File: src/rtl/level_crossing_gate_ctrl_if.sv
// rtl/level_crossing_gate_ctrl_if.sv - road-side I/O bundle of the level crossing gate controller
interface level_crossing_gate_ctrl_if #(
  parameter int OCC_W = 6
);
  logic             enter;
  logic             leave;
  logic             gate_up_sw;
  logic             gate_down_sw;
  logic             motor_down;
  logic             motor_up;
  logic             lamp;
  logic             buzzer;
  logic             gate_closed;
  logic             fault;
  logic             count_err;
  logic [OCC_W-1:0] occupancy;
  logic [2:0]       state;

  modport master (
    output enter, leave, gate_up_sw, gate_down_sw,
    input  motor_down, motor_up, lamp, buzzer, gate_closed, fault, count_err, occupancy, state
  );

  modport slave (
    input  enter, leave, gate_up_sw, gate_down_sw,
    output motor_down, motor_up, lamp, buzzer, gate_closed, fault, count_err, occupancy, state
  );
endinterface

File: src/rtl/level_crossing_gate_ctrl.sv
// rtl/level_crossing_gate_ctrl.sv - barrier, lamp and buzzer sequencer for an automatic level crossing
module level_crossing_gate_ctrl #(
  parameter int WARN_CYCLES  = 8,
  parameter int CLEAR_CYCLES = 4,
  parameter int MOVE_TIMEOUT = 20,
  parameter int FLASH_HALF   = 2,
  parameter int OCC_W        = 6
) (
  input  logic                     Clk,
  input  logic                     Reset,
  level_crossing_gate_ctrl_if.slave io
);

  typedef enum logic [2:0] {
    S_IDLE   = 3'd0,
    S_WARN   = 3'd1,
    S_LOWER  = 3'd2,
    S_CLOSED = 3'd3,
    S_HOLD   = 3'd4,
    S_RAISE  = 3'd5,
    S_FAULT  = 3'd6
  } state_t;

  localparam logic [15:0]      WARN_LAST  = 16'(WARN_CYCLES - 1);
  localparam logic [15:0]      CLEAR_LAST = 16'(CLEAR_CYCLES - 1);
  localparam logic [15:0]      MOVE_LAST  = 16'(MOVE_TIMEOUT - 1);
  localparam logic [15:0]      FLASH_LAST = 16'(FLASH_HALF - 1);
  localparam logic [OCC_W-1:0] OCC_MAX    = '1;

  state_t           cur;
  state_t           next;
  logic [15:0]      timer;
  logic [15:0]      flash_cnt;
  logic             flash_on;
  logic [OCC_W-1:0] occ;
  logic             cnt_err;
  logic             occupied;
  logic             timing;
  logic             flashing;

  assign occupied = (occ != '0);
  assign timing   = (cur == S_WARN) || (cur == S_LOWER) || (cur == S_HOLD) || (cur == S_RAISE);
  assign flashing = (cur == S_WARN) || (cur == S_LOWER) || (cur == S_CLOSED) ||
                    (cur == S_HOLD) || (cur == S_RAISE);

  // Saturating occupancy; a simultaneous enter and leave cancel out.
  always_ff @(posedge Clk or posedge Reset) begin
    if (Reset) begin
      occ     <= '0;
      cnt_err <= 1'b0;
    end else if (io.enter && !io.leave) begin
      if (occ == OCC_MAX) cnt_err <= 1'b1;
      else                occ     <= occ + 1'b1;
    end else if (io.leave && !io.enter) begin
      if (occ == '0) cnt_err <= 1'b1;
      else           occ     <= occ - 1'b1;
    end
  end

  always_ff @(posedge Clk or posedge Reset) begin
    if (Reset) cur <= S_IDLE;
    else       cur <= next;
  end

  always_comb begin
    next = cur;
    if (cur != S_FAULT && io.gate_up_sw && io.gate_down_sw) begin
      next = S_FAULT;
    end else begin
      case (cur)
        S_IDLE:   if (occupied) next = S_WARN;
        S_WARN:   if (timer == WARN_LAST) next = S_LOWER;
        S_LOWER: begin
          if (io.gate_down_sw)         next = S_CLOSED;
          else if (timer == MOVE_LAST) next = S_FAULT;
        end
        S_CLOSED: begin
          if (!io.gate_down_sw) next = S_FAULT;
          else if (!occupied)   next = S_HOLD;
        end
        S_HOLD: begin
          if (!io.gate_down_sw)         next = S_FAULT;
          else if (occupied)            next = S_CLOSED;
          else if (timer == CLEAR_LAST) next = S_RAISE;
        end
        S_RAISE: begin
          // A train arriving while the barrier is going up sends it straight back down.
          if (occupied)                next = S_LOWER;
          else if (io.gate_up_sw)      next = S_IDLE;
          else if (timer == MOVE_LAST) next = S_FAULT;
        end
        S_FAULT:  next = S_FAULT;
        default:  next = S_FAULT;
      endcase
    end
  end

  always_ff @(posedge Clk or posedge Reset) begin
    if (Reset)            timer <= '0;
    else if (next != cur) timer <= '0;
    else if (timing)      timer <= timer + 16'd1;
  end

  // Flash phase is set at the start of each warning and runs on through the whole cycle.
  always_ff @(posedge Clk or posedge Reset) begin
    if (Reset) begin
      flash_cnt <= '0;
      flash_on  <= 1'b0;
    end else if (cur == S_IDLE && next == S_WARN) begin
      flash_cnt <= '0;
      flash_on  <= 1'b1;
    end else if (flashing) begin
      if (flash_cnt == FLASH_LAST) begin
        flash_cnt <= '0;
        flash_on  <= ~flash_on;
      end else begin
        flash_cnt <= flash_cnt + 16'd1;
      end
    end
  end

  always_comb begin
    io.motor_down  = 1'b0;
    io.motor_up    = 1'b0;
    io.buzzer      = 1'b0;
    io.lamp        = 1'b0;
    io.gate_closed = 1'b0;
    io.fault       = 1'b0;
    io.state       = cur;
    io.occupancy   = occ;
    io.count_err   = cnt_err;
    case (cur)
      S_WARN: begin
        io.buzzer = 1'b1;
        io.lamp   = flash_on;
      end
      S_LOWER: begin
        io.motor_down = 1'b1;
        io.buzzer     = 1'b1;
        io.lamp       = flash_on;
      end
      S_CLOSED, S_HOLD: begin
        io.gate_closed = 1'b1;
        io.lamp        = flash_on;
      end
      S_RAISE: begin
        io.motor_up = 1'b1;
        io.lamp     = flash_on;
      end
      S_FAULT: begin
        io.fault  = 1'b1;
        io.buzzer = 1'b1;
        io.lamp   = 1'b1;
      end
      default: ;
    endcase
  end

endmodule

File: src/flat_wrapper.sv
// flat-port wrapper written by rule: the top's interface ports become plain ports
module level_crossing_gate_ctrl_flat 
#(
  parameter int WARN_CYCLES  = 8,
  parameter int CLEAR_CYCLES = 4,
  parameter int MOVE_TIMEOUT = 20,
  parameter int FLASH_HALF   = 2,
  parameter int OCC_W        = 6
)
  (Clk, Reset, io_enter, io_leave, io_gate_up_sw, io_gate_down_sw, io_motor_down, io_motor_up, io_lamp, io_buzzer, io_gate_closed, io_fault, io_count_err, io_occupancy, io_state);
  level_crossing_gate_ctrl_if #(.OCC_W(OCC_W)) io_i ();
  input  logic Clk;
  input  logic Reset;
  input wire logic [$bits(io_i.enter)-1:0] io_enter;
  input wire logic [$bits(io_i.leave)-1:0] io_leave;
  input wire logic [$bits(io_i.gate_up_sw)-1:0] io_gate_up_sw;
  input wire logic [$bits(io_i.gate_down_sw)-1:0] io_gate_down_sw;
  output wire logic [$bits(io_i.motor_down)-1:0] io_motor_down;
  output wire logic [$bits(io_i.motor_up)-1:0] io_motor_up;
  output wire logic [$bits(io_i.lamp)-1:0] io_lamp;
  output wire logic [$bits(io_i.buzzer)-1:0] io_buzzer;
  output wire logic [$bits(io_i.gate_closed)-1:0] io_gate_closed;
  output wire logic [$bits(io_i.fault)-1:0] io_fault;
  output wire logic [$bits(io_i.count_err)-1:0] io_count_err;
  output wire logic [$bits(io_i.occupancy)-1:0] io_occupancy;
  output wire logic [$bits(io_i.state)-1:0] io_state;
  assign io_i.enter = io_enter;
  assign io_i.leave = io_leave;
  assign io_i.gate_up_sw = io_gate_up_sw;
  assign io_i.gate_down_sw = io_gate_down_sw;
  assign io_motor_down = io_i.motor_down;
  assign io_motor_up = io_i.motor_up;
  assign io_lamp = io_i.lamp;
  assign io_buzzer = io_i.buzzer;
  assign io_gate_closed = io_i.gate_closed;
  assign io_fault = io_i.fault;
  assign io_count_err = io_i.count_err;
  assign io_occupancy = io_i.occupancy;
  assign io_state = io_i.state;
  level_crossing_gate_ctrl #(.WARN_CYCLES(WARN_CYCLES), .CLEAR_CYCLES(CLEAR_CYCLES), .MOVE_TIMEOUT(MOVE_TIMEOUT), .FLASH_HALF(FLASH_HALF), .OCC_W(OCC_W)) u_core (.Clk(Clk), .Reset(Reset), .io(io_i));
endmodule
File: config.mk
export PLATFORM = sky130hd
export DESIGN_NAME = level_crossing_gate_ctrl_flat
export DESIGN_NICKNAME = d
export VERILOG_FILES = /design/src/rtl/level_crossing_gate_ctrl_if.sv /design/src/rtl/level_crossing_gate_ctrl.sv /design/src/flat_wrapper.sv
export SDC_FILE = /design/constraint.sdc
export NUM_CORES = 1
export LEC_CHECK = 0
export ABC_AREA = 1
export CAP_MARGIN = 40
export CORE_UTILIZATION = 38
export CTS_CLUSTER_DIAMETER = 100
export DETAILED_ROUTE_END_ITERATION = 10
export SETUP_SLACK_MARGIN = 0.1
export SLEW_MARGIN = 10
export SYNTH_ARGS = -nofsm -noshare
export SYNTH_HDL_FRONTEND = slang
export SYNTH_SLANG_ARGS = --single-unit
File: constraint.sdc
create_clock -name Clk -period 4.3 [get_ports Clk]
set_clock_uncertainty 0.2 [all_clocks]
set_input_delay 0.645 -clock Clk [delete_from_list [all_inputs] [get_ports Clk]]
set_output_delay 0.645 -clock Clk [all_outputs]
set_load 0.05 [all_outputs]
## Word-level counts from Yosys, hierarchy flattened

Cells that the tools add are included.

- Bits in registers: 43
- Latch bits: 0
- Memory bits (writable): 0
- ROM bits: 0
- Output and inout bits: 16
- Word-level logic and storage cells: 90
- Memories: 0

- Add/sub/neg operators: 4
- Multipliers: 0
- Div/mod/pow operators: 0
- Magnitude comparators: 0
- Equal/unequal tests: 17
- Shift operators: 0
- Mux-type cells: 35
- Bitwise gates (word level): 1
- Reduce and logical (&&, ||, !) cells: 27

Operator list:

| cell | count |
|---|---|
| two-way mux 16 bit | 5 |
| two-way mux 3 bit | 12 |
| adder 16 x 1 -> 16 bit, second input constant | 2 |
| two-way mux 6 bit | 4 |
| case mux 3 bit (6 select lines) | 1 |
| == test 16 x 1 -> 1 bit, second input constant | 1 |
| == test 16 x 2 -> 1 bit, second input constant | 1 |
| == test 16 x 3 -> 1 bit, second input constant | 1 |
| == test 16 x 5 -> 1 bit, second input constant | 1 |
| two-way mux 1 bit | 12 |
| nonzero test 2 bit | 5 |
| == test 3 bit, second input constant | 3 |
| adder 6 x 1 -> 6 bit, second input constant | 1 |
| == test 3 x 1 -> 1 bit, second input constant | 2 |
| == test 3 x 2 -> 1 bit, second input constant | 2 |
| == test 6 bit, second input constant | 1 |
| logical NOT 6 bit | 1 |
| logical OR 1 bit | 6 |
| AND reduction 3 bit | 2 |
| nonzero test 6 bit | 1 |
| subtractor 6 x 1 -> 6 bit, second input constant | 1 |
| logical AND 1 bit | 5 |
| OR reduction 5 bit | 1 |
| inequality test 2 bit, second input constant | 2 |
| 10 further kinds | 11 |

## Logic depth before layout (Yosys ltp)

Gate-level depths: netlist (run 1).

- Word-level depth: 10
- Depth in mapped cells: 15
- Gate-level depth less buffers: 14

## Worst setup path before layout (run 1)

OpenSTA, ideal clock, no wires.

- Path kind: register to output
- Start point: register u_core.cur[1] (netlist: u_core.io.state[1])
- End point: output io_buzzer
- Arrival time: 2.024 ns
- Path slack: 1.431 ns
- Stages on the path, launching flop included: 3
- Buffers on the path: 0
- Cells stage by stage: dfrtp_1 inv_2 o21ai_0

- Longest elaborated chain between the ends: 3
- Elaborated cells on any way between the ends: 5
- Classes of those cells: 3 x eq/ne; 1 x mux; 1 x reduce/logical

RTL lines:

| item | RTL line | source |
|---|---|---|
| start, declared | level_crossing_gate_ctrl.sv:30 | `state_t cur;` |
| start signal, assigned | level_crossing_gate_ctrl.sv:62 | `else cur <= next;` |
| == test 3 bit, or another cell as far along | level_crossing_gate_ctrl.sv:132 | `case (cur)` |
| OR reduction 3 bit (no line) * | n/a |  |
| two-way mux 1 bit * | level_crossing_gate_ctrl.sv:132 |  |
| end, declared | flat_wrapper.sv:21 | `output wire logic [$bits(io_i.buzzer)-1:0] io_buzzer;` |

Mark *: on every way between the ends. The rest lies on a longest branch, timed or not.

## Worst setup path in the final report (run 1)

- Start point: register u_core.cur[1] (netlist: u_core.io.state[1])
- End point: output io_lamp

- Longest elaborated chain between the ends: 3
- Elaborated cells on any way between the ends: 8
- Classes of those cells: 6 x eq/ne; 1 x mux; 1 x reduce/logical

RTL lines:

| item | RTL line | source |
|---|---|---|
| == test 3 bit, or another cell as far along | level_crossing_gate_ctrl.sv:132 |  |
| OR reduction 5 bit (no line) | n/a |  |
| case mux 1 bit (2 select lines) * | level_crossing_gate_ctrl.sv:132 |  |
| end, declared | flat_wrapper.sv:20 | `output wire logic [$bits(io_i.lamp)-1:0] io_lamp;` |

Marked as above.

==> results.md, run 1 <==
- TritonCTS clock tree: yes
- # setup viols final: 0
- Antenna violations before repair: 0
- Final Max Tran Viols: 0
- Netlist area before placement: a little under 0.003 mm2
- Total number of cells along the worst setup path: 6
- Routed vias: 2634
- Flip-flop and latch count after synthesis: 43
- GR met1 Demand/Resource: 0.208
- Placeable core region: 0.00737 mm2
- Critical Path RT: 3.45 ns
- Nature of the critical path startpoint: register
- Slew at the pin closest to its max-slew limit: 0.820 ns
- Gr ovfl total: 0
- Sum of negative setup slack: 0 ns
- Max FO, Critical Path: 8
- Library cell occupying the most area in the post-synthesis netlist: sky130_fd_sc_hd__dfrtp_1
- Leakage power summed over all cells: between 1.5 and 2 nW
- Number of nets with antenna violations after detailed routing: 0
- Data arrival at the endpoint of the critical path: 2.18 ns
- Num ports: 22
- Post-CTS setup-driven buffer insertion count: 0
- R2R depth: 13
- Number of warnings issued by yosys: 0
- Normalized max-slew margin: 0.449
- Post-detailed-routing wire length: 6020 um
- Overall track demand over capacity in global routing: 0.157
- Maximum number of pins on one net before global-route repair: 44
- Worst setup EP type: output port
- Detailed placer's ending HPWL: 4400 um
- Synthesized area divided by synthesized cell count: 7.11 um2
- Die span in x: 90.1 um
- Achievable clock frequency: roughly 330 MHz
- Routability congestion estimate: 0.881
- Number of buffers created by CTS: 5
- Fraction of final layout cells with drive strength greater than 1: 0.0708
- Period utilisation layout: 0.704
- Number of inserted diodes: 0
- Ordered list of cells on the worst path: inv_2, nand3_1, inv_1, o21ai_0, nand2_1, clkdlybuf4s50_1
- Area of combinational cells with multiple inputs: between 0.0015 and 0.002 mm2
- Outcome: completed
- Average detailed-routed wire length per instance: around 11 um
- Overall power of the completed layout: 2.04 mW
- Number of fillers in the final layout: 763
- Buffer and inverter count on the worst path: 3
- Synth-to-Final Area Change: 14.3%
- Count of placed standard cells including taps: 529
- Hold Path Stages: 1
- Number of iterations in the first detailed-routing pass: 4
- Mapped Cells: 415
- Cell family with most CP delay: buffers and inverters
- Effective utilization at floorplan: 0.400
- Setup Crit Path Kind: register to output port
- Largest cells by area after synthesis: sky130_fd_sc_hd__dfrtp_1 36%, sky130_fd_sc_hd__nand2_1 14%, sky130_fd_sc_hd__inv_1 6.2%
- Slowest stage cell on the critical path: sky130_fd_sc_hd__clkdlybuf4s50_1
- Depth of the CTS H-tree: 2
- Worst setup path startpoint: u_core.io.state[1]
- Clk_lat worst skew: approximately 0.29 ns
- Share of the core filled with cells: 0.458
- Clock slew at the register clock pins of the worst setup and hold paths: 0.08 ns
- DRC errors left: 0
- Quantity of hold-fixing buffers added after cts: 0
- Net Count, Synth: 432
- Mean number of vias per cell: 4.91
- Min-delay worst type: register to register
- Number of max-cap violations: 0
- Post-route insts no fill: ~540
- Yosys cell types: 29
- Die area: 0.00812 mm2
- Reg2reg start: u_core.io.occupancy[0]
- GRT met3 Usage: 0.0228
- Via count of the first global-routing pass: roughly 2500
- RSZ-0062 raised after global routing: false
- Sequential area share after synthesis: 0.365
- Quantity of gates resized following cts: 0
- TritonCTS Sinks: 43
- Clock root buffer: sky130_fd_sc_hd__clkbuf_8
- Final Hold Vio Count: 0
- Pwr Density: 606 mW/mm2
- FF+latch area: 0.00108 mm2
- Initial drt markers: around 100
- Vertical die dimension: 90.1 um
- Origin of the worst min-delay path: u_core.io.count_err
- GRT busiest layer: met2
- Wire length of the first global-routing pass: roughly 11000 um
- Clock period minus worst slack: slightly above 3 ns
- Number of buffers inserted by port buffering: 21
- VDD IR-drop max: 0.000455 V
- M2 GR Usage: 0.260
- Site Rows: 31
- Largest stage delay on the critical path: 0.79 ns
- Deepest clock path buffer count: 2
- # nets final: 454
- Yosys top cell area share: 0.365
worst register-to-register path, stage by stage, from the launching register on:
cell and delay [ns]:
sky130_fd_sc_hd__dfrtp_1 0.47, sky130_fd_sc_hd__nor2_1 0.13, sky130_fd_sc_hd__nand3_1 0.30, sky130_fd_sc_hd__inv_1 0.13, sky130_fd_sc_hd__nand2_1 0.07, sky130_fd_sc_hd__o21ai_0 0.07, sky130_fd_sc_hd__nand2_1 0.07, sky130_fd_sc_hd__nand2_1 0.13
sky130_fd_sc_hd__nor2_1 0.06, sky130_fd_sc_hd__nand3_1 0.33, sky130_fd_sc_hd__nand2_1 0.17, sky130_fd_sc_hd__inv_2 0.23, sky130_fd_sc_hd__nand2_1 0.09, sky130_fd_sc_hd__nand2_1 0.06
layout make-up:
class	count	area share
well taps	99	0.0367
repair buffers	24	0.0690
flip-flops and latches	43	0.319
multi-input cells	309	0.480
clock buffers	6	0.0245
clock inverters	2	0.0104
inverters	54	0.0608
stage by stage:
step	worst slack, ns	cell area (um2)	hold WS, ns
finish	1.27	3370	0.289
global route	1.15	3370	0.323
CTS	1.26	3370	0.301
detailed placement	1.25	3260	0.266
global placement	1.32	3260	0.270
floorplan	1.43	2950	0.267
metal layers:
layer	part of all wire	vias to the layer above
met1	0.50	1196
met2	0.45	55
met3	0.037	11
met4	0.020	0
met5	0	-
li1	-	1372
synthesized netlist by cell type:
| cell type | number |
|---|---|
| sky130_fd_sc_hd__nand2_1 | 113 |
| sky130_fd_sc_hd__inv_1 | 49 |
| sky130_fd_sc_hd__nor2_1 | 49 |
| sky130_fd_sc_hd__dfrtp_1 | 43 |
| sky130_fd_sc_hd__nand3_1 | 36 |
| sky130_fd_sc_hd__xor2_1 | 21 |
| sky130_fd_sc_hd__nand4_1 | 19 |
| sky130_fd_sc_hd__o21ai_0 | 12 |
| sky130_fd_sc_hd__ha_1 | 10 |
| sky130_fd_sc_hd__nor2_2 | 10 |
| sky130_fd_sc_hd__a21oi_1 | 7 |
| sky130_fd_sc_hd__nor3_1 | 7 |
| sky130_fd_sc_hd__nor4_1 | 7 |
| sky130_fd_sc_hd__buf_2 | 5 |
| sky130_fd_sc_hd__nand3b_1 | 5 |
| sky130_fd_sc_hd__inv_2 | 4 |
| sky130_fd_sc_hd__xnor2_1 | 4 |
| sky130_fd_sc_hd__clkbuf_1 | 2 |
| sky130_fd_sc_hd__nand3_2 | 2 |
| sky130_fd_sc_hd__a211o_1 | 1 |
| sky130_fd_sc_hd__a21oi_4 | 1 |
| sky130_fd_sc_hd__buf_4 | 1 |
| sky130_fd_sc_hd__buf_6 | 1 |
| sky130_fd_sc_hd__fa_1 | 1 |
| sky130_fd_sc_hd__inv_4 | 1 |
| sky130_fd_sc_hd__nand2_2 | 1 |
| sky130_fd_sc_hd__o211ai_1 | 1 |
| sky130_fd_sc_hd__o21bai_1 | 1 |
| sky130_fd_sc_hd__or2_2 | 1 |
flip-flops by register name (all words and copies together) (netlist names):
signal,cells
u_core.io.occupancy,6
u_core.flash_cnt,16
u_core.io.state,3
u_core.flash_on,1
u_core.io.count_err,1
u_core.timer,16
placed cells by master (no fill, tap or decap), types with 5 or more instances in the layout:
cell / netlist / layout
sky130_fd_sc_hd__xor2_1: 21 / 21
sky130_fd_sc_hd__nand3_1: 36 / 36
sky130_fd_sc_hd__nor2_2: 10 / 10
sky130_fd_sc_hd__o21ai_0: 12 / 12
sky130_fd_sc_hd__inv_1: 49 / 48
sky130_fd_sc_hd__nor4_1: 7 / 7
sky130_fd_sc_hd__clkbuf_8: 0 / 6
sky130_fd_sc_hd__a21oi_1: 7 / 7
sky130_fd_sc_hd__clkdlybuf4s50_1: 0 / 21
sky130_fd_sc_hd__nor3_1: 7 / 7
sky130_fd_sc_hd__ha_1: 10 / 10
sky130_fd_sc_hd__nand3b_1: 5 / 5
sky130_fd_sc_hd__nand2_1: 113 / 113
sky130_fd_sc_hd__nor2_1: 49 / 49
sky130_fd_sc_hd__dfrtp_1: 43 / 43
sky130_fd_sc_hd__nand4_1: 19 / 19
report_power, final:
part           switching, mW  leakage [nW]  total [mW]  internal [mW]
Combinational          0.790         0.993        1.14          0.347
Clock                  0.138        0.0612       0.326          0.188
Sequential             0.105         0.574       0.582          0.477
Total                   1.03          1.63        2.04           1.01
path summary, 6_finish.rpt:
path	end	slack, ns
min in group asynchronous	u_core.flash_cnt[15]	0.59
max in group asynchronous	u_core.io.state[1]	2.93
min reg2reg	u_core.io.count_err	0.29
max reg2reg	u_core.flash_cnt[8]	1.73
min	u_core.io.count_err	0.29
max	io_lamp	1.27
cell families after synthesis:
| group | count (synthesis) | share of synthesized area |
|---|---|---|
| buf+inv | 63 | 0.0869 |
| flops | 43 | 0.365 |
| compound gates | 23 | 0.0458 |
| simple gates | 250 | 0.379 |
| xor+xnor | 25 | 0.0742 |
| fa+ha+maj | 11 | 0.0492 |
Note: power is estimated with default switching activity, not from simulation.
==> inputs of run 2 (changes only) <==
clock period = 3.1 ns   (was 4.3 ns; I/O delays follow)
==> run 2 against run 1 <==
  * Critical path depth is 2 lower
  * Via count rose by 0.42%
  * Clock-buffer cell count decreased by 1
  * Register-to-register slack got worse by 1.1 ns
  * Power grew 35%
  * Combinational power is 40% higher
  * Highest routed layer unchanged
  * Global-route usage rose by 0.80 points
==> results.md, run 2 (synthesis gave the netlist of run 1 again) <==
- Outcome: completed
- Effective utilization at floorplan: 0.400 (unchanged)
- Period utilisation layout: 0.873
- M2 GR Usage: 0.273 (+0.0127)
- Clk_lat worst skew: 0.29 ns (about the same)
- Normalized max-slew margin: 0.571 (+0.123)
- Via count of the first global-routing pass: 2490 (+1.2%)
- GR met1 Demand/Resource: 0.220 (+0.0112)
- Worst setup EP type: output port
- Number of nets with antenna violations after detailed routing: 0 (unchanged)
- Sum of negative setup slack: 0 ns (unchanged)
- Reg2reg start: u_core.io.state[2]
- Die area: 0.00812 mm2 (unchanged)
- RSZ-0062 raised after global routing: false
- Site Rows: 31 (unchanged)
- # nets final: 456 (+0.44%)
- Achievable clock frequency: roughly 370 MHz
- Detailed placer's ending HPWL: 4570 um (+3.7%)
- Ordered list of cells on the worst path: inv_2, nand3_1, o21ai_0, clkdlybuf4s50_1
- Num ports: 22 (unchanged)
- Critical Path End: io_buzzer
- Deepest clock path buffer count: 2 (unchanged)
- R2R depth: 9 (-4)
- Vertical die dimension: 90.1 um (unchanged)
- Worst reg2reg setup slack: 0.60 ns (-1.13 ns)
- Min Hold Slack: 0.154 ns (-0.135 ns)
- DRC errors left: 0 (unchanged)
- Final Max Tran Viols: 0 (unchanged)
- Min-delay worst type: input pin to asynchronous set/reset pin
- Mean number of vias per cell: 4.91 (about the same)
- Number of inserted diodes: 0 (unchanged)
- Placeable core region: 0.00737 mm2 (unchanged)
- Clock slew at the register clock pins of the worst setup and hold paths: 0.08 ns (about the same)
- GRT met3 Usage: 0.0262 (+0.00338)
- Commonest non-fill, non-tap cells in the layout: 113 x sky130_fd_sc_hd__nand2_1, 49 x sky130_fd_sc_hd__nor2_1, 48 x sky130_fd_sc_hd__inv_1
- TritonCTS Sinks: 43 (unchanged)
- Endpoint of the worst register-to-register path: u_core.flash_cnt[6]
- Routability congestion estimate: 0.870 (-1.3%)
- Average detailed-routed wire length per instance: 11.6 um (+3.6%)
- Critical Path RT: 2.43 ns (-1.02 ns)
- Overall track demand over capacity in global routing: 0.165 (+0.00796)
- Fraction of final layout cells with drive strength greater than 1: 0.0750 (+0.00422)
- Synth-to-Final Area Change: 14.5%
- Setup Crit Path Kind: register to output port
- Clock period minus worst slack: 2.71 ns
- Number of buffers created by CTS: 5 (unchanged)
- Number of max-cap violations: 0 (unchanged)
- Most frequent standard cell in the layout excluding fill and tap cells: sky130_fd_sc_hd__nand2_1
- TritonCTS clock tree: yes
- Leakage power summed over all cells: 1.64 nW (+0.81%)
- # setup viols final: 0 (unchanged)
- Routed vias: 2645 (+0.42%)
- Depth of the CTS H-tree: 2 (unchanged)
- Clock root buffer: sky130_fd_sc_hd__clkbuf_8
- Post-CTS setup-driven buffer insertion count: 0 (unchanged)
- Antenna violations before repair: 0 (unchanged)
- Nature of the critical path startpoint: register
- Slew at the pin closest to its max-slew limit: 0.637 ns (-0.183 ns)
- Final Hold Vio Count: 0 (unchanged)
- Number of buffers inserted by port buffering: 21 (unchanged)
- Pwr Density: 816 mW/mm2 (+35%)
- Number of iterations in the first detailed-routing pass: 4 (unchanged)
- Data arrival at the endpoint of the critical path: 2.04 ns (-0.14 ns)
- Wire length of the first global-routing pass: 11200 um (+4.0%)
- GRT busiest layer: met2
- Slowest stage cell on the critical path: sky130_fd_sc_hd__clkdlybuf4s50_1
- Largest stage delay on the critical path: 0.82 ns (+0.03 ns)
- VDD IR-drop max: 0.000751 V (+65%)
- Post-detailed-routing wire length: 6260 um (+4.0%)
- Maximum number of pins on one net before global-route repair: 23 (-48%)
- Worst setup path startpoint: u_core.io.state[1]
- Die span in x: 90.1 um (unchanged)
- Gr ovfl total: 0 (unchanged)
- Max FO, Critical Path: 8 (unchanged)
- Initial drt markers: 144 (+41%)
-- run 2: changes by cell type in the layout (fill, tap and decap cells not counted), sizes merged --
cell	previous run	this run
clkdlybuf4s50	21	20
dlymetal6s2s	0	1
clkinv	2	4
clkbuf	6	5
buf	3	5
bufinv	1	0
-- run 2: worst min path at each step --
stage / endpoint / slack, ns
after global placement: u_core.io.count_err / 0.27
after floorplan: u_core.flash_cnt[1] / 0.27
after global routing: u_core.io.occupancy[5] / 0.16
after CTS: u_core.io.occupancy[5] / 0.14
after detailed placement: u_core.io.count_err / 0.27
final: u_core.io.occupancy[5] / 0.15
-- run 2: routing by layer --
metal | up-vias | share of wire
met3 | 8 | 0.031
met4 | 0 | 0.013
met1 | 1206 | 0.49
met2 | 59 | 0.46
met5 | - | 0
li1 | 1372 | -
-- run 2: through the flow --
stage	setup WS, ns	std cells	power, mW	utilization	instance area, um2
3_3_place_gp	0.388	530	2.39	0.443	3260
3_5_place_dp	0.230	531	2.43	0.447	3290
6_report	0.392	539	2.75	0.458	3380
4_1_cts	0.217	539	2.79	0.458	3370
2_1_floorplan	0.411	415	2.02	-	2950
5_1_grt	0.265	539	2.99	0.458	3380
-- run 2: repair_timing --
| item | CTS | global route |
|---|---|---|
| hold buffers | 0 | 0 |
| setup endpoints to repair | 0 | 1 |
| gates resized for setup | 0 | 1 |
-- run 2: power by group --
group / internal [mW] / total (mW) / leakage, nW / switching [mW]
Sequential: 0.661 / 0.811 / 0.574 / 0.150
Combinational: 0.484 / 1.60 / 1.02 / 1.11
Clock: 0.154 / 0.348 / 0.0477 / 0.194
Total: 1.30 / 2.75 / 1.64 / 1.45
-- run 2: cell type report --
cell class                 count  area, um2
multi-input combinational    309       1620
clock buffer                   5       68.8
clock inverter                 3       15.0
fill                         755       3990
inverter                      54        205
tap                           99        124
sequential                    43       1080
timing repair buffer          26        270
-- run 2: worst max-delay path, delay by kind of cell (launching register included) --
family | cells | cell delay, ns
DFF | 1 | 0.50
AOI/OAI and AO/OA | 1 | 0.11
and+or+nand+nor | 1 | 0.13
buffers and inverters | 2 | 1.00
==> inputs of run 3 (changes only) <==
PLACE_DENSITY_LB_ADDON = 0.1   (was default)
==> run 3 against run 2 <==
  * Fmax shrank 4.2%
  * Flip-flop and latch count stayed put
  * Via count shrank 0.60%
==> results.md, run 3 (synthesis gave the netlist of run 1 again) <==
- Num ports: 22 (unchanged)
- Internal Pwr Total: 1.39 mW (+6.6%)
- Post-place setup slack: 0.261 ns (+0.0309 ns)
- Sum of negative setup slack: 0 ns (unchanged)
- Number of iterations in the first detailed-routing pass: 4 (unchanged)
- Min-delay worst type: register to register
- Combinational share of power: 0.556 (-0.023)
- Overall track demand over capacity in global routing: 0.161 (-0.00364)
- Detailed placer's ending HPWL: 4450 um (-2.4%)
- Fraction of final layout cells with drive strength greater than 1: 0.0731 (-0.00194)
- Share of the core filled with cells: 0.458 (-0.000679)
- Wire length of the first global-routing pass: 10900 um (-2.2%)
- Sw frac: 0.511 (-0.0170)
- Die span in x: 90.1 um (unchanged)
- Synth-to-Final Area Change: 14.3%
- Mean number of vias per cell: 4.90 (-0.23%)
- VDD IR-drop max: 0.000493 V (-34%)
- Clk_lat worst skew: 0.30 ns (about the same)
- Setup Crit Path Kind: register to output port
- Critical Path RT: 2.43 ns (about the same)
- Quantity of hold-fixing buffers added after cts: 0 (unchanged)
- Number of nets with antenna violations after detailed routing: 0 (unchanged)
- Routability congestion estimate: 0.801 (-7.9%)
- Clock period minus worst slack: 2.83 ns (+0.118 ns)
- Number of buffers inserted by port buffering: 21 (unchanged)
- RSZ-0062 raised after global routing: false
- Vertical die dimension: 90.1 um (unchanged)
- Worst setup EP type: output port
- Depth of the CTS H-tree: 2 (unchanged)
- Maximum number of pins on one net before global-route repair: 44 (+91%)
- DRC errors left: 0 (unchanged)
- Number of buffers created by CTS: 5 (unchanged)
- Antenna violations before repair: 0 (unchanged)
- Slew at the pin closest to its max-slew limit: 0.793 ns (+0.156 ns)
- Final Max Tran Viols: 0 (unchanged)
- Clock slew at the register clock pins of the worst setup and hold paths: 0.09 ns (about the same)
- Commonest non-fill, non-tap cells in the layout: 113 x sky130_fd_sc_hd__nand2_1, 49 x sky130_fd_sc_hd__nor2_1, 48 x sky130_fd_sc_hd__inv_1
- Die area: 0.00812 mm2 (unchanged)
- Post-route worst setup slack: 0.274 ns (-0.118 ns)
- Part of the total power dissipated in sequential elements: 0.286 (-0.008)
- Normalized max-slew margin: 0.467 (-0.104)
- Via count of the first global-routing pass: 2526 (+1.4%)
- Site Rows: 31 (unchanged)
- Most frequent standard cell in the layout excluding fill and tap cells: sky130_fd_sc_hd__nand2_1
- Initial drt markers: 82 (-43%)
- Post-CTS setup-driven buffer insertion count: 0 (unchanged)
- Placeable core region: 0.00737 mm2 (unchanged)
- # nets final: 454 (-0.44%)
- Clock root buffer: sky130_fd_sc_hd__clkbuf_8
- Average detailed-routed wire length per instance: 11.4 um (-1.6%)
- Worst reg2reg setup slack: 0.56 ns (-0.04 ns)
- Clock share of power: 0.158 (+0.032)
- Outcome: completed
- Routed vias: 2629 (-0.60%)
- TritonCTS Sinks: 43 (unchanged)
- Final Hold Vio Count: 0 (unchanged)
- # setup viols final: 0 (unchanged)
- Pwr Density: 840 mW/mm2 (+3.0%)
- Number of max-cap violations: 0 (unchanged)
- Post-detailed-routing wire length: 6140 um (-1.9%)
- Data arrival at the endpoint of the critical path: 2.16 ns (+0.12 ns)
- Overall power of the completed layout: 2.83 mW (+2.9%)
- Achievable clock frequency: 354 MHz (-4.2%)
- Number of inserted diodes: 0 (unchanged)
- Max FO, Critical Path: 8 (unchanged)
- Gr ovfl total: 0 (unchanged)
- Nature of the critical path startpoint: register
- Number of fillers in the final layout: 778 (+3.0%)
- TritonCTS clock tree: yes
- Quantity of gates resized following cts: 0 (unchanged)
- NetSw: 1.45 mW (-0.42%)
- Effective utilization at floorplan: 0.400 (unchanged)
- Deepest clock path buffer count: 2 (unchanged)
- Leakage power summed over all cells: 1.63 nW (-0.75%)
- Period utilisation layout: 0.912 (+0.0381)
## run 3: changes by cell type in the layout (fill, tap and decap cells not counted)
cell	change
sky130_fd_sc_hd__clkinv_2	-3
sky130_fd_sc_hd__buf_16	-1
sky130_fd_sc_hd__buf_4	-1
sky130_fd_sc_hd__bufinv_16	+1
sky130_fd_sc_hd__clkdlybuf4s50_1	+1
sky130_fd_sc_hd__clkinv_1	-1
sky130_fd_sc_hd__clkinv_4	+1
sky130_fd_sc_hd__dlymetal6s2s_1	-1
sky130_fd_sc_hd__inv_2	+1
sky130_fd_sc_hd__inv_6	+1
## run 3: power by group through the flow
stage	Clock [mW]	Sequential, mW	Combinational [mW]
6_report	0.448	0.811	1.57
5_1_grt	0.487	0.830	1.74
4_1_cts	0.470	0.811	1.59
3_5_place_dp	0	0.820	1.59
3_3_place_gp	0	0.822	1.59
2_1_floorplan	0	0.978	1.04
## run 3: final cells by class
cell class,instances,area [um2],area share
multi-input cells,309,1620,0.480
flip-flops and latches,43,1080,0.319
repair buffers,24,233,0.0690
inverters,54,205,0.0609
well taps,99,124,0.0367
clock buffers,5,68.8,0.0204
clock inverters,3,47.5,0.0141
## run 3: critical path: stages (launching register included)
cell                              delay [ns]
sky130_fd_sc_hd__dfrtp_1                0.49
sky130_fd_sc_hd__inv_2                  0.18
sky130_fd_sc_hd__nand3_1                0.13
sky130_fd_sc_hd__inv_1                  0.14
sky130_fd_sc_hd__o21ai_0                0.08
sky130_fd_sc_hd__nand2_1                0.06
sky130_fd_sc_hd__clkdlybuf4s50_1        0.79
## run 3: worst paths after layout
kind,start,end,cells past startpoint
worst max-delay path,u_core.io.state[1],io_lamp,6
max in group asynchronous,Reset,u_core.io.state[0],3
min in group asynchronous,Reset,u_core.timer[10],3
worst max register to register,u_core.io.state[2],u_core.flash_cnt[3],9
worst min register to register,u_core.io.count_err,u_core.io.count_err,1
worst min-delay path,u_core.io.count_err,u_core.io.count_err,1
## run 3: stage by stage
step                area [um2]  hold slack [ns]  instances
detailed placement        3260            0.285        529
finish                    3370            0.296        537
global route              3370            0.331        537
floorplan                 2950            0.267        415
CTS                       3370            0.307        537
global placement          3260            0.284        529
## run 3: layer usage
| layer | share of wire | vias to the layer above | global-route usage |
|---|---|---|---|
| met1 | 0.51 | 1211 | 0.207 |
| li1 | - | 1378 | - |
| met3 | 0.029 | 6 | 0.0313 |
| met2 | 0.45 | 34 | 0.279 |
| met4 | 0.011 | 0 | 0.0390 |
| met5 | 0 | - | 0 |
